==> config.mk <==
export PLATFORM = sky130hd
export DESIGN_NAME = data_access_hs
export DESIGN_NICKNAME = d
export VERILOG_FILES = /design/src/rtl/data_access_hs.sv
export SDC_FILE = /design/constraint.sdc
export NUM_CORES = 1
export LEC_CHECK = 0
export CAP_MARGIN = 30
export CORE_ASPECT_RATIO = 1.1
export CORE_MARGIN = 3
export CORE_UTILIZATION = 43
export DETAILED_ROUTE_END_ITERATION = 10
export GPL_TIMING_DRIVEN = 0
export PLACE_DENSITY = 0.86
export SLEW_MARGIN = 25
export SYNTH_ARGS = -nofsm -noshare
export SYNTH_HDL_FRONTEND = slang
export SYNTH_SLANG_ARGS = --single-unit
==> constraint.sdc <==
create_clock -name clk -period 2 [get_ports clk]
set_clock_uncertainty 0.1 [all_clocks]
set_input_delay 0.5 -clock clk [delete_from_list [all_inputs] [get_ports clk]]
set_output_delay 0.5 -clock clk [all_outputs]
set_load 0.01 [all_outputs]
==> src/rtl/data_access_hs.sv <==
// data_access_hs: MEM-stage load/store unit with a req/ack handshake to variable-latency memory.
// Define DATA_ACCESS_TIMEOUT_EN to add a BUSY watchdog that raises bus_err after TIMEOUT cycles.
module data_access_hs #(
  parameter int B       = 32,
  parameter int ADDR_W  = 32,
  parameter int TIMEOUT = 16
) (
  input  logic              clk,
  input  logic              reset,
  input  logic              op_valid,
  input  logic [5:0]        opcode,
  input  logic              mem_write,
  input  logic              mem_read,
  input  logic [ADDR_W-1:0] addr_in,
  input  logic [B-1:0]      write_data,
  input  logic              zero,
  input  logic              branch_in,
  input  logic              branchNot_in,
  output logic              mem_req,
  output logic [3:0]        mem_we,
  output logic [ADDR_W-1:0] mem_addr,
  output logic [B-1:0]      mem_wdata,
  input  logic [B-1:0]      mem_rdata,
  input  logic              mem_ack,
  output logic [B-1:0]      data_out,
  output logic              stall_out,
  output logic              misalign_err,
  output logic              bus_err,
  output logic              pcSrc_out
);
  typedef enum logic [1:0] {IDLE, BUSY, DONE} state_t;
  state_t state, state_n;
  logic [2:0] op_q;
  logic [ADDR_W-1:0] addr_q;
  logic [B-1:0] wd_q, load_v;
  logic wr_q, req, mis, start, expire;
  logic [3:0] we_l;
  logic [7:0] byte_l;
  logic [15:0] half_l;
  // opcode[1] set means word access, otherwise opcode[0] selects half over byte
  assign req = op_valid && (mem_read || mem_write) && state == IDLE;
  assign mis = opcode[1] ? addr_in[1:0] != 2'b00 : opcode[0] && addr_in[0];
  assign start = req && !mis;
  assign we_l = !wr_q ? 4'b0000 : op_q[1] ? 4'b1111 : op_q[0] ? (addr_q[1] ? 4'b1100 : 4'b0011) : 4'b0001 << addr_q[1:0];
  assign mem_wdata = op_q[1] ? wd_q : op_q[0] ? {2{wd_q[15:0]}} : {4{wd_q[7:0]}};
  assign mem_addr = {addr_q[ADDR_W-1:2], 2'b00};
  assign byte_l = mem_rdata[{addr_q[1:0], 3'b000} +: 8];
  assign half_l = addr_q[1] ? mem_rdata[31:16] : mem_rdata[15:0];
  assign load_v = op_q[1] ? mem_rdata : op_q[0] ? {{16{!op_q[2] && half_l[15]}}, half_l} : {{24{!op_q[2] && byte_l[7]}}, byte_l};
  assign pcSrc_out = (branch_in && zero) || (branchNot_in && !zero);
`ifdef DATA_ACCESS_TIMEOUT_EN
  localparam int CW = $clog2(TIMEOUT + 1);
  logic [CW-1:0] cnt;
  always_ff @(posedge clk)
    cnt <= (reset || state != BUSY) ? '0 : cnt + 1'b1;
  assign expire = state == BUSY && !mem_ack && cnt == CW'(TIMEOUT - 1);
`else
  assign expire = 1'b0;
`endif
  assign bus_err = expire;
  always_comb begin
    state_n = (state == IDLE && start) ? BUSY : (state == BUSY && (mem_ack || expire)) ? DONE : (state == DONE) ? IDLE : state;
    mem_req = state == BUSY;
    stall_out = start || state == BUSY;
    mem_we = state == BUSY ? we_l : 4'b0000;
  end
  always_ff @(posedge clk) begin
    if (reset) begin
      state <= IDLE;
      data_out <= '0;
      misalign_err <= 1'b0;
      op_q <= '0;
      addr_q <= '0;
      wd_q <= '0;
      wr_q <= 1'b0;
    end else begin
      state <= state_n;
      misalign_err <= req && mis;
      if (start) begin
        op_q <= opcode[2:0];
        addr_q <= addr_in;
        wd_q <= write_data;
        wr_q <= mem_write;
      end
      if (state == BUSY && mem_ack && !wr_q) data_out <= load_v;
    end
  end
endmodule

==> impl_metrics.csv, run 1 <==
group,metric,value,unit
floorplan,fp.dieH,121,um
logic_synthesis,async_flop_share,0,%
setup_path,cp-start-kind,"flip-flop",
clock_tree,cts_buffer_depth,2,
logic_synthesis,syn_inst,629,
clock_tree,htreeDepth,3,
final_layout,finalNetCount,991,
power_and_ir_drop,powerDensity,619,nW/um^2
sta,drv_slew,0,
sta,period_minus_slack,2180,ps
sta,tightest_slew,675,ps
sta,max_slew_margin,55.0,%
logic_synthesis,yosys.cell_types.count,43,
drt,wirelength,18500,um
clock_tree,cts-root-buf,"clkbuf_16",
sta,hold_viol_final,0,
setup_path,cpPeakStageDelay,330,ps
global_route,grt_pass1_wl,27900,um
clock_tree,cts_buffers,9,
floorplan,rows,41,
sta,rsz0062_at_grt,"true",
logic_synthesis,syn_avg_cell_area,8.18,sq um
drt,drt_iter0_markers,406,
setup_path,end_kind,"output port",
drt,route.detailed.drc,0,
global_route,grt_max_degree,19,
sta,timing.final.ws_setup,-177,ps
logic_synthesis,netlist_area,5140,sq um
global_route,grt_pass1_vias,5575,
setup_path,cp_top_family,"buffers and inverters",
place,dpl.cell_count,989,
logic_synthesis,synth_edf_count,0,
global_route,grt_antenna_before_repair,1,
place,port_buffers,208,
drt,routed_via_density,5.46,
final_layout,final_area,8330,sq um
setup_path,critical_path_buf_inv_count,3,
place,dp_slack,-1390,ps
clock_tree,insertion_delay,350,ps
clock_tree,cts.clk_slew.worst_paths,70,ps
status,status,"finished with violations",
power_and_ir_drop,vdd_drop_max,0.404,mV
floorplan,coreArea,11600,sq um
final_layout,final-instance-count-excl-fill,1035,
final_layout,drive_above_1_share,25.2,%
setup_path,slowest_stage,"dfxtp_2",
logic_synthesis,yosys_warnings,0,
setup_path,crit_type,"reg2out",
setup_path,critPathArrivalTime,1580,ps
final_layout,fillCellCount,919,
place,dp_hpwl,13000,um
flow_run,drv_cap,0,
clock_tree,cts.sink_count,103,
clock_tree,hold_buffers,0,
logic_synthesis,synth-seq-cells,103,
global_route,gr-usage-all-layers,26.7,%
clock_tree,cts_tree,"done",
setup_path,path_cells,"buf_6 > nor2_4 > buf_6 > mux2_4 > buf_6",
floorplan,die_area,13300,sq um
place,place_congestion,0.873,
drt,vias,5649,
drt,wl_per_cell,17.9,um
floorplan,die_w,110,um
setup_path,path_max_fanout,5,
logic_synthesis,yosysSeqAreaShare,40.1,%
logic_synthesis,synth-main-ff-cell,"dfxtp_1",
sta,fmax,459,MHz
global_route,grt_overflow,0,
hold_path,min_path_type,"reg2reg",
floorplan,start_util,44.4,%
floorplan,ios,216,
place,place_area,7420,sq um
power_and_ir_drop,p_leak,3.06,nW
drt,drt_pass1_iterations,5,
status,violations,"negative setup slack",
final_layout,syn_to_final_growth,62.0,%
sta,setup_viol,25,
drt,ant_nets,0,
setup_path,cp_common_cell,"buf_6",
setup_path,worstPathRequired,1400,ps
sta,fin_crit_sh,109,%
[layout make-up]
type	instances	area, sq um	share of cell area (%)
repair buffers	243	2340	28.0
flip-flops and latches	103	2110	25.3
plain buffers	96	651	7.81
well taps	150	188	2.25
clock inverters	4	31.3	0.375
clock buffers	11	253	3.03
multi-input cells	423	2750	33.0
diodes	1	2.50	0.0300
inverters	4	15.0	0.180
[report_power, final]
part	total (mW)	leakage, nW	switching (mW)	internal [mW]
sequential	2.22	0.848	0.0742	2.14
clock	1.69	0.130	0.781	0.908
combinational	1.25	2.08	0.581	0.674
[tightest hold or removal path: stages, from the launching register on]
cell	delay, ps
dfxtp_1	310
o21ai_0	60
a21oi_1	60
[state kept, by name (all words and copies together), names as in the netlist]
| name | flops |
|---|---|
| misalign_err | 1 |
| op_q | 3 |
| data_out | 32 |
| wr_q | 1 |
| state | 2 |
| wd_q | 32 |
| addr_q | 32 |
[timing repair]
item / in CTS / in global routing
buffers inserted: 29 / 5
cloned: 3 / 0
endpoints found under the setup margin: 99 / 60
gates resized for setup: 249 / 58
pin swaps: 12 / 9
[cells by family (layout without fill, tap and decap cells)]
group / Yosys count / count (layout) / share of synthesized area, %
mux: 35 / 35 / 7.49
flops: 103 / 103 / 40.1
buf+inv: 106 / 358 / 11.5
compound gates: 218 / 218 / 25.6
simple gates: 166 / 167 / 15.3
other cells: 1 / 4 / 0.0729
[Yosys cell counts, types with 2 or more instances]
master | count | area share, %
a211oi_1 | 13 | 1.9
a311oi_1 | 2 | 0.34
buf_6 | 2 | 0.44
nand2b_1 | 2 | 0.24
buf_1 | 2 | 0.15
o21ai_1 | 4 | 0.39
nand2_1 | 35 | 2.6
o2111a_1 | 7 | 1.5
a211oi_2 | 10 | 2.4
a21oi_1 | 80 | 7.8
inv_1 | 4 | 0.29
mux2_2 | 18 | 3.9
o21ai_0 | 85 | 8.3
mux2i_1 | 16 | 3.1
o22ai_1 | 7 | 0.85
and3_1 | 8 | 0.97
dfxtp_1 | 103 | 40
buf_4 | 43 | 6.3
nand3_1 | 68 | 6.6
nor2_1 | 35 | 2.6
clkbuf_1 | 42 | 3.1
or3_1 | 10 | 1.2
nor3_1 | 2 | 0.19
buf_2 | 12 | 1.2
[per-stage QoR]
| step | power [mW] | util (%) | TNS (ps) | hold WS (ps) |
|---|---|---|---|---|
| 6_report | 5.16 | 71.9 | -2250 | 377 |
| 2_1_floorplan | 2.78 | - | 0 | 350 |
| 4_1_cts | 5.16 | 70.6 | -2410 | 376 |
| 3_3_place_gp | 3.35 | 64.0 | -48000 | 361 |
| 3_5_place_dp | 3.36 | 64.0 | -49020 | 366 |
| 5_1_grt | 5.34 | 71.9 | -3420 | 395 |
[metal layers]
| metal | vias up | share of wire (%) | routed length, um | GRT usage [%] |
|---|---|---|---|---|
| met5 | - | 0 | 0 | 0 |
| met4 | 0 | 3.7 | 690 | 12.3 |
| met3 | 47 | 9.2 | 1700 | 6.62 |
| met2 | 282 | 48 | 8940 | 43.8 |
| met1 | 2609 | 39 | 7140 | 32.5 |
| li1 | 2711 | - | - | - |
[path summary, 6_finish.rpt]
check | startpoint | endpoint | slack (ps) | cells after the start
setup reg to reg | state[1]$_SDFFE_PP0P_ | data_out[12]$_SDFFE_PP0P_ | 140 | 5
hold reg to reg | addr_q[21]$_SDFFE_PP0P_ | addr_q[21]$_SDFFE_PP0P_ | 380 | 2
hold / removal | addr_q[21]$_SDFFE_PP0P_ | addr_q[21]$_SDFFE_PP0P_ | 380 | 2
setup / recovery | op_q[0]$_SDFFE_PP0P_ | mem_wdata[14] | -180 | 5
[cell usage in the layout, fill, tap and decap left out, types with 3 or more instances in the layout]
cell type | synthesis | final
dfxtp_4 | 0 | 11
dlygate4sd2_1 | 0 | 5
clkbuf_1 | 42 | 33
mux2i_4 | 0 | 3
clkbuf_16 | 0 | 10
mux2_4 | 0 | 17
conb_1 | 1 | 3
dfxtp_2 | 0 | 3
a21oi_1 | 80 | 77
o22ai_1 | 7 | 7
a211oi_1 | 13 | 13
or3_1 | 10 | 10
nand3_1 | 68 | 68
nand2_1 | 35 | 33
clkinvlp_4 | 0 | 3
clkbuf_2 | 1 | 3
nor2_4 | 0 | 4
clkbuf_4 | 0 | 3
dfxtp_1 | 103 | 89
clkdlybuf4s15_1 | 0 | 3
and3_1 | 8 | 7
clkdlybuf4s50_1 | 0 | 169
o21ai_2 | 0 | 4
buf_4 | 43 | 67
nor2_1 | 35 | 32
o2111a_1 | 7 | 7
mux2i_1 | 16 | 12
a211oi_2 | 10 | 10
o21ai_0 | 85 | 75
buf_2 | 12 | 16
a21oi_2 | 1 | 3
clkbuf_8 | 0 | 4
buf_6 | 2 | 32
o21ai_1 | 4 | 8
(Power assumes the default switching activity.)
==> run 2: changes to the inputs <==
--- a/config.mk
+++ b/config.mk
@@ -12,6 +12,8 @@
 export DETAILED_ROUTE_END_ITERATION = 10
 export GPL_TIMING_DRIVEN = 0
 export PLACE_DENSITY = 0.86
+export SETUP_SLACK_MARGIN = 0.4
+export SKIP_CTS_REPAIR_TIMING = 1
 export SLEW_MARGIN = 25
 export SYNTH_ARGS = -nofsm -noshare
 export SYNTH_HDL_FRONTEND = slang
==> run 2 against run 1 <==
First-iteration DRC count down 1.7%. Global-route usage down 0.99 points. Final cell count unchanged. Die area unchanged. Via count up 1.6%. Core utilization up 0.47 points. The run still ends with negative setup slack left. Sequential power about the same. Wire length up 2.5%.
==> impl_metrics.csv, run 2 (synthesis gave the netlist of run 1 again) <==
group,metric,value,unit
drt,vias,5739,
global_route,grt_max_degree,17,
final_layout,final_area,8390,sq um
setup_path,cpPeakStageDelay,370,ps
final_layout,drive_above_1_share,27.7,%
flow_run,drv_cap,0,
power_and_ir_drop,powerDensity,627,nW/um^2
place,dp_hpwl,13200,um
sta,max_slew_margin,56.6,%
sta,period_minus_slack,2180,ps
floorplan,die_w,110,um
final_layout,layout_commonest_cell,"clkdlybuf4s50_1",
drt,drt_iter0_markers,399,
global_route,gr-usage-all-layers,25.7,%
global_route,grt_pass1_wl,26900,um
clock_tree,cts_buffer_depth,2,
floorplan,start_util,44.4,%
global_route,grt_overflow,0,
hold_path,min_path_type,"in2reg",
setup_path,cp-start-kind,"flip-flop",
sta,rsz0062_at_grt,"true",
sta,fin_crit_sh,109,%
status,status,"finished with violations",
final_layout,syn_to_final_growth,63.1,%
setup_path,cp_common_cell,"buf_8",
setup_path,end_kind,"output port",
final_layout,finalNetCount,989,
final_layout,fillCellCount,893,
clock_tree,cts_tree,"done",
drt,wl_per_cell,18.3,um
clock_tree,cts.sink_count,103,
place,place_congestion,0.899,
sta,drv_slew,0,
drt,wirelength,19000,um
sta,hold_viol_final,0,
clock_tree,insertion_delay,350,ps
sta,holdWs,373,ps
setup_path,path_max_fanout,7,
sta,fmax,459,MHz
drt,routed_via_density,5.54,
power_and_ir_drop,vdd_drop_max,0.477,mV
place,place_area,7550,sq um
setup_path,slowest_stage,"dfxtp_4",
floorplan,ios,216,
clock_tree,cts_buffers,9,
setup_path,critPathArrivalTime,1580,ps
global_route,grt_pass1_vias,5439,
clock_tree,cts-root-buf,"clkbuf_16",
global_route,grt_antenna_before_repair,1,
drt,ant_nets,0,
clock_tree,htreeDepth,3,
final_layout,final_cell_mix,"clkdlybuf4s50_1, dfxtp_1, a21oi_1, buf_4",
drt,drt_pass1_iterations,7,
power_and_ir_drop,p_leak,4.28,nW
setup_path,path_cells,"nor2_4 > o211a_1 > buf_6 > buf_8 > buf_8 > nand2_4 > o21ai_2 > buf_2",
final_layout,postLayoutCoreUtil,72.4,%
clock_tree,cts.clk_slew.worst_paths,70,ps
floorplan,die_area,13300,sq um
sta,setup_viol,24,
floorplan,fp.dieH,121,um
sta,tightest_slew,651,ps
setup_path,crit_type,"reg2out",
sta,timing.final.ws_setup,-179,ps
final_layout,reg_top3,"addr_q: 32 flops, data_out: 32 flops, wd_q: 32 flops",
floorplan,rows,41,
place,port_buffers,208,
floorplan,coreArea,11600,sq um
setup_path,worstPathRequired,1400,ps
status,violations,"negative setup slack",
drt,route.detailed.drc,0,
-- run 2: cell count changes in the layout (fill, tap and decap cells not counted), moves of 8 or more --
cell | before | now
clkbuf_1 | 33 | 10
clkbuf_2 | 3 | 41
buf_6 | 32 | 21
clkdlybuf4s50_1 | 169 | 96
dlymetal6s2s_1 | 0 | 68
o21ai_1 | 8 | 16
-- run 2: layer usage --
metal / track usage, % / up-vias / routed length, um
li1: - / 2707 / -
met1: 30.8 / 2679 / 7190
met2: 43.8 / 306 / 9510
met3: 6.83 / 47 / 1710
met4: 9.01 / 0 / 534
met5: 0 / - / 0
-- run 2: final cells by class --
type | instances | area, sq um | area share, %
Multi-Input combinational cell | 422 | 2670 | 31.8
Buffer | 102 | 761 | 9.07
Clock inverter | 4 | 53.8 | 0.641
Sequential cell | 103 | 2100 | 25.1
Tap cell | 150 | 188 | 2.24
Timing Repair Buffer | 236 | 2350 | 28.0
Antenna cell | 2 | 5.00 | 0.0597
Clock buffer | 12 | 246 | 2.94
Inverter | 4 | 15.0 | 0.179
-- run 2: critical path, delay by kind of cell (launching register included) --
kind	cells	cell delay [ps]
buffers and inverters	4	490
and+or+nand+nor	2	170
AOI/OAI and AO/OA	2	200
DFF	1	370
-- run 2: worst paths after layout --
| check | from | endpoint | slack [ps] | cells past startpoint |
|---|---|---|---|---|
| max | state[1]$_SDFFE_PP0P_ | stall_out | -180 | 8 |
| min reg2reg | addr_q[19]$_SDFFE_PP0P_ | addr_q[19]$_SDFFE_PP0P_ | 380 | 2 |
| max reg2reg | state[1]$_SDFFE_PP0P_ | data_out[12]$_SDFFE_PP0P_ | 70 | 5 |
| min | addr_in[0] | addr_q[0]$_SDFFE_PP0P_ | 370 | 3 |
-- run 2: metrics by stage --
stage / total power [mW] / setup TNS (ps) / instances / worst slack [ps]
finish: 5.26 / -1690 / 1035 / -179
global route: 5.44 / -4820 / 1034 / -233
CTS: 5.18 / -20290 / 1005 / -1010
detailed placement: 3.40 / -37140 / 989 / -1010
global placement: 3.38 / -35380 / 989 / -1010
floorplan: 2.82 / 0 / 631 / 203
-- run 2: power by group --
group,leakage (nW),total (mW),internal [mW],switching [mW]
sequential,0.847,2.21,2.14,0.0699
combinational,3.29,1.24,0.657,0.580
clock,0.145,1.81,1.01,0.792
total,4.28,5.26,3.82,1.44
==> run 3: changes to the inputs <==
--- a/config.mk
+++ b/config.mk
@@ -5,13 +5,13 @@
 export SDC_FILE = /design/constraint.sdc
 export NUM_CORES = 1
 export LEC_CHECK = 0
-export CAP_MARGIN = 30
 export CORE_ASPECT_RATIO = 1.1
 export CORE_MARGIN = 3
 export CORE_UTILIZATION = 43
 export DETAILED_ROUTE_END_ITERATION = 10
 export GPL_TIMING_DRIVEN = 0
-export PLACE_DENSITY = 0.86
+export MAX_ROUTING_LAYER = met4
+export PLACE_DENSITY_LB_ADDON = 0.2
 export SETUP_SLACK_MARGIN = 0.4
 export SKIP_CTS_REPAIR_TIMING = 1
 export SLEW_MARGIN = 25
==> run 3 against run 2 <==
The flow still finishes with violations (negative setup slack). Wire length is 2.0% lower. Non-clock buffer count is 4 higher. Combinational power hardly changed. Flip-flop and latch count stayed put. Core utilization is 1.3 points higher.
==> impl_metrics.csv, run 3 (synthesis gave the netlist of run 1 again) <==
group,metric,value,unit
setup_path,path_max_fanout,5,
power_and_ir_drop,pwr-share-seq,41.4,%
drt,route.detailed.drc,0,
clock_tree,cts.sink_count,103,
drt,drt_iter0_markers,326,
clock_tree,cts_buffer_depth,2,
hold_path,min_path_type,"in2reg",
floorplan,start_util,44.4,%
sta,fmax,464,MHz
drt,ant_nets,0,
floorplan,die_w,110,um
hold_path,worstHoldPathCells,3,
floorplan,ios,216,
global_route,grt_antenna_before_repair,1,
flow_run,drv_cap,0,
setup_path,critPathArrivalTime,1560,ps
setup_path,cp_top_family,"buffers and inverters",
power_and_ir_drop,swShare,26.3,%
drt,drt_pass1_iterations,5,
global_route,grt_max_degree,16,
drt,wl_per_cell,17.9,um
global_route,grt_overflow,0,
clock_tree,cts.clk_slew.worst_paths,60,ps
power_and_ir_drop,powerDensity,628,nW/um^2
floorplan,die_area,13300,sq um
drt,routed_via_density,5.51,
setup_path,worstPathRequired,1400,ps
setup_path,cp-start-kind,"flip-flop",
sta,drv_slew,0,
final_layout,fillCellCount,884,
clock_tree,cts_tree,"done",
clock_tree,cts-root-buf,"clkbuf_16",
power_and_ir_drop,p_int,3.95,mW
global_route,grt_pass1_vias,5498,
global_route,gr-usage-all-layers,26.6,%
place,port_buffers,208,
setup_path,crit_type,"reg2out",
power_and_ir_drop,p_leak,4.34,nW
drt,vias,5709,
final_layout,finalNetCount,993,
final_layout,layout_commonest_cell,"clkdlybuf4s50_1",
floorplan,coreArea,11600,sq um
global_route,grt_pass1_wl,27200,um
status,violations,"negative setup slack",
status,status,"finished with violations",
setup_path,slowest_stage,"dfxtp_2",
final_layout,final_cell_mix,"clkdlybuf4s50_1, dfxtp_1, a21oi_1, buf_4, dlymetal6s2s_1",
clock_tree,insertion_delay,340,ps
floorplan,fp.dieH,121,um
final_layout,drive_above_1_share,28.3,%
sta,tightest_slew,655,ps
setup_path,cp_common_cell,"buf_12",
setup_path,path_cells,"buf_6 > buf_12 > buf_12 > mux2i_1 > o21ai_1 > buf_2",
place,dp_slack,-979,ps
place,dp_hpwl,13200,um
place,place_congestion,0.841,
sta,rsz0062_at_grt,"true",
setup_path,crit_cells,6,
setup_path,ff2ff_setup_slack,30,ps
final_layout,reg_top3,"addr_q: 32 flops, data_out: 32 flops, wd_q: 32 flops",
floorplan,rows,41,
power_and_ir_drop,pwr-share-comb,23.7,%
sta,hold_viol_final,0,
power_and_ir_drop,vdd_drop_max,0.371,mV
clock_tree,cts_buffers,9,
setup_path,rr_worst_depth,5,
setup_path,cpPeakStageDelay,330,ps
power_and_ir_drop,clkPwrFrac,35.0,%
setup_path,end_kind,"output port",
sta,max_slew_margin,56.3,%
setup_path,critical_path_buf_inv_count,4,
sta,period_minus_slack,2160,ps
drt,wirelength,18600,um
power_and_ir_drop,p_sw,1.41,mW
sta,fin_crit_sh,108,%
sta,setup_viol,27,
final_layout,syn_to_final_growth,66.0,%
power_and_ir_drop,fin_total_pwr,5.36,mW
sta,timing.final.ws_setup,-155,ps
clock_tree,htreeDepth,3,
run 3: changes by cell type in the layout (fill, tap and decap cells not counted), sizes merged:
cell and delta:
buf +2, bufinv +1, clkinv -1, clkbuf +1, dlymetal6s2s +1, diode -1
inv -1
run 3: cell type report:
type	instances	area (sq um)	area share [%]
flip-flops and latches	103	2100	24.7
well taps	150	188	2.20
clock buffers	12	246	2.89
clock inverters	3	67.6	0.792
multi-input cells	422	2720	31.9
inverters	4	15.0	0.176
plain buffers	102	783	9.18
repair buffers	240	2400	28.2
diodes	1	2.50	0.0293
run 3: per-layer routing:
metal / track usage [%] / wire (um)
met5: - / 0
met4: 9.31 / 529
met3: 3.47 / 1210
met2: 44.2 / 9340
met1: 33.0 / 7500
run 3: power by group through the flow:
stage               combinational [mW]  sequential (mW)  clock, mW
finish                            1.27             2.22       1.87
global route                      1.36             2.23       1.97
CTS                               1.15             2.22       1.89
detailed placement                1.14             2.26          0
global placement                  1.12             2.26          0
floorplan                        0.563             2.25          0
run 3: tightest hold or removal path, stage by stage:
cell and delay, ps:
dlymetal6s2s_1 140, nand3_1 70, a21oi_1 60
run 3: path summary, 6_finish.rpt:
path / from / end
min: opcode[0] / op_q[0]$_SDFFE_PP0P_
max: op_q[0]$_SDFFE_PP0P_ / mem_wdata[24]
max reg2reg: state[1]$_SDFFE_PP0P_ / data_out[12]$_SDFFE_PP0P_
min reg2reg: addr_q[13]$_SDFFE_PP0P_ / addr_q[13]$_SDFFE_PP0P_
run 3: metrics by stage:
step	hold WS (ps)	std cells	utilization [%]	area [sq um]	TNS [ps]
after floorplan	350	631	-	5280	0
after global placement	357	989	65.1	7550	-35530
after detailed placement	367	989	65.1	7550	-38930
after CTS	376	1004	67.8	7860	-21270
after global routing	361	1037	73.6	8540	-3720
final	372	1037	73.6	8540	-2200
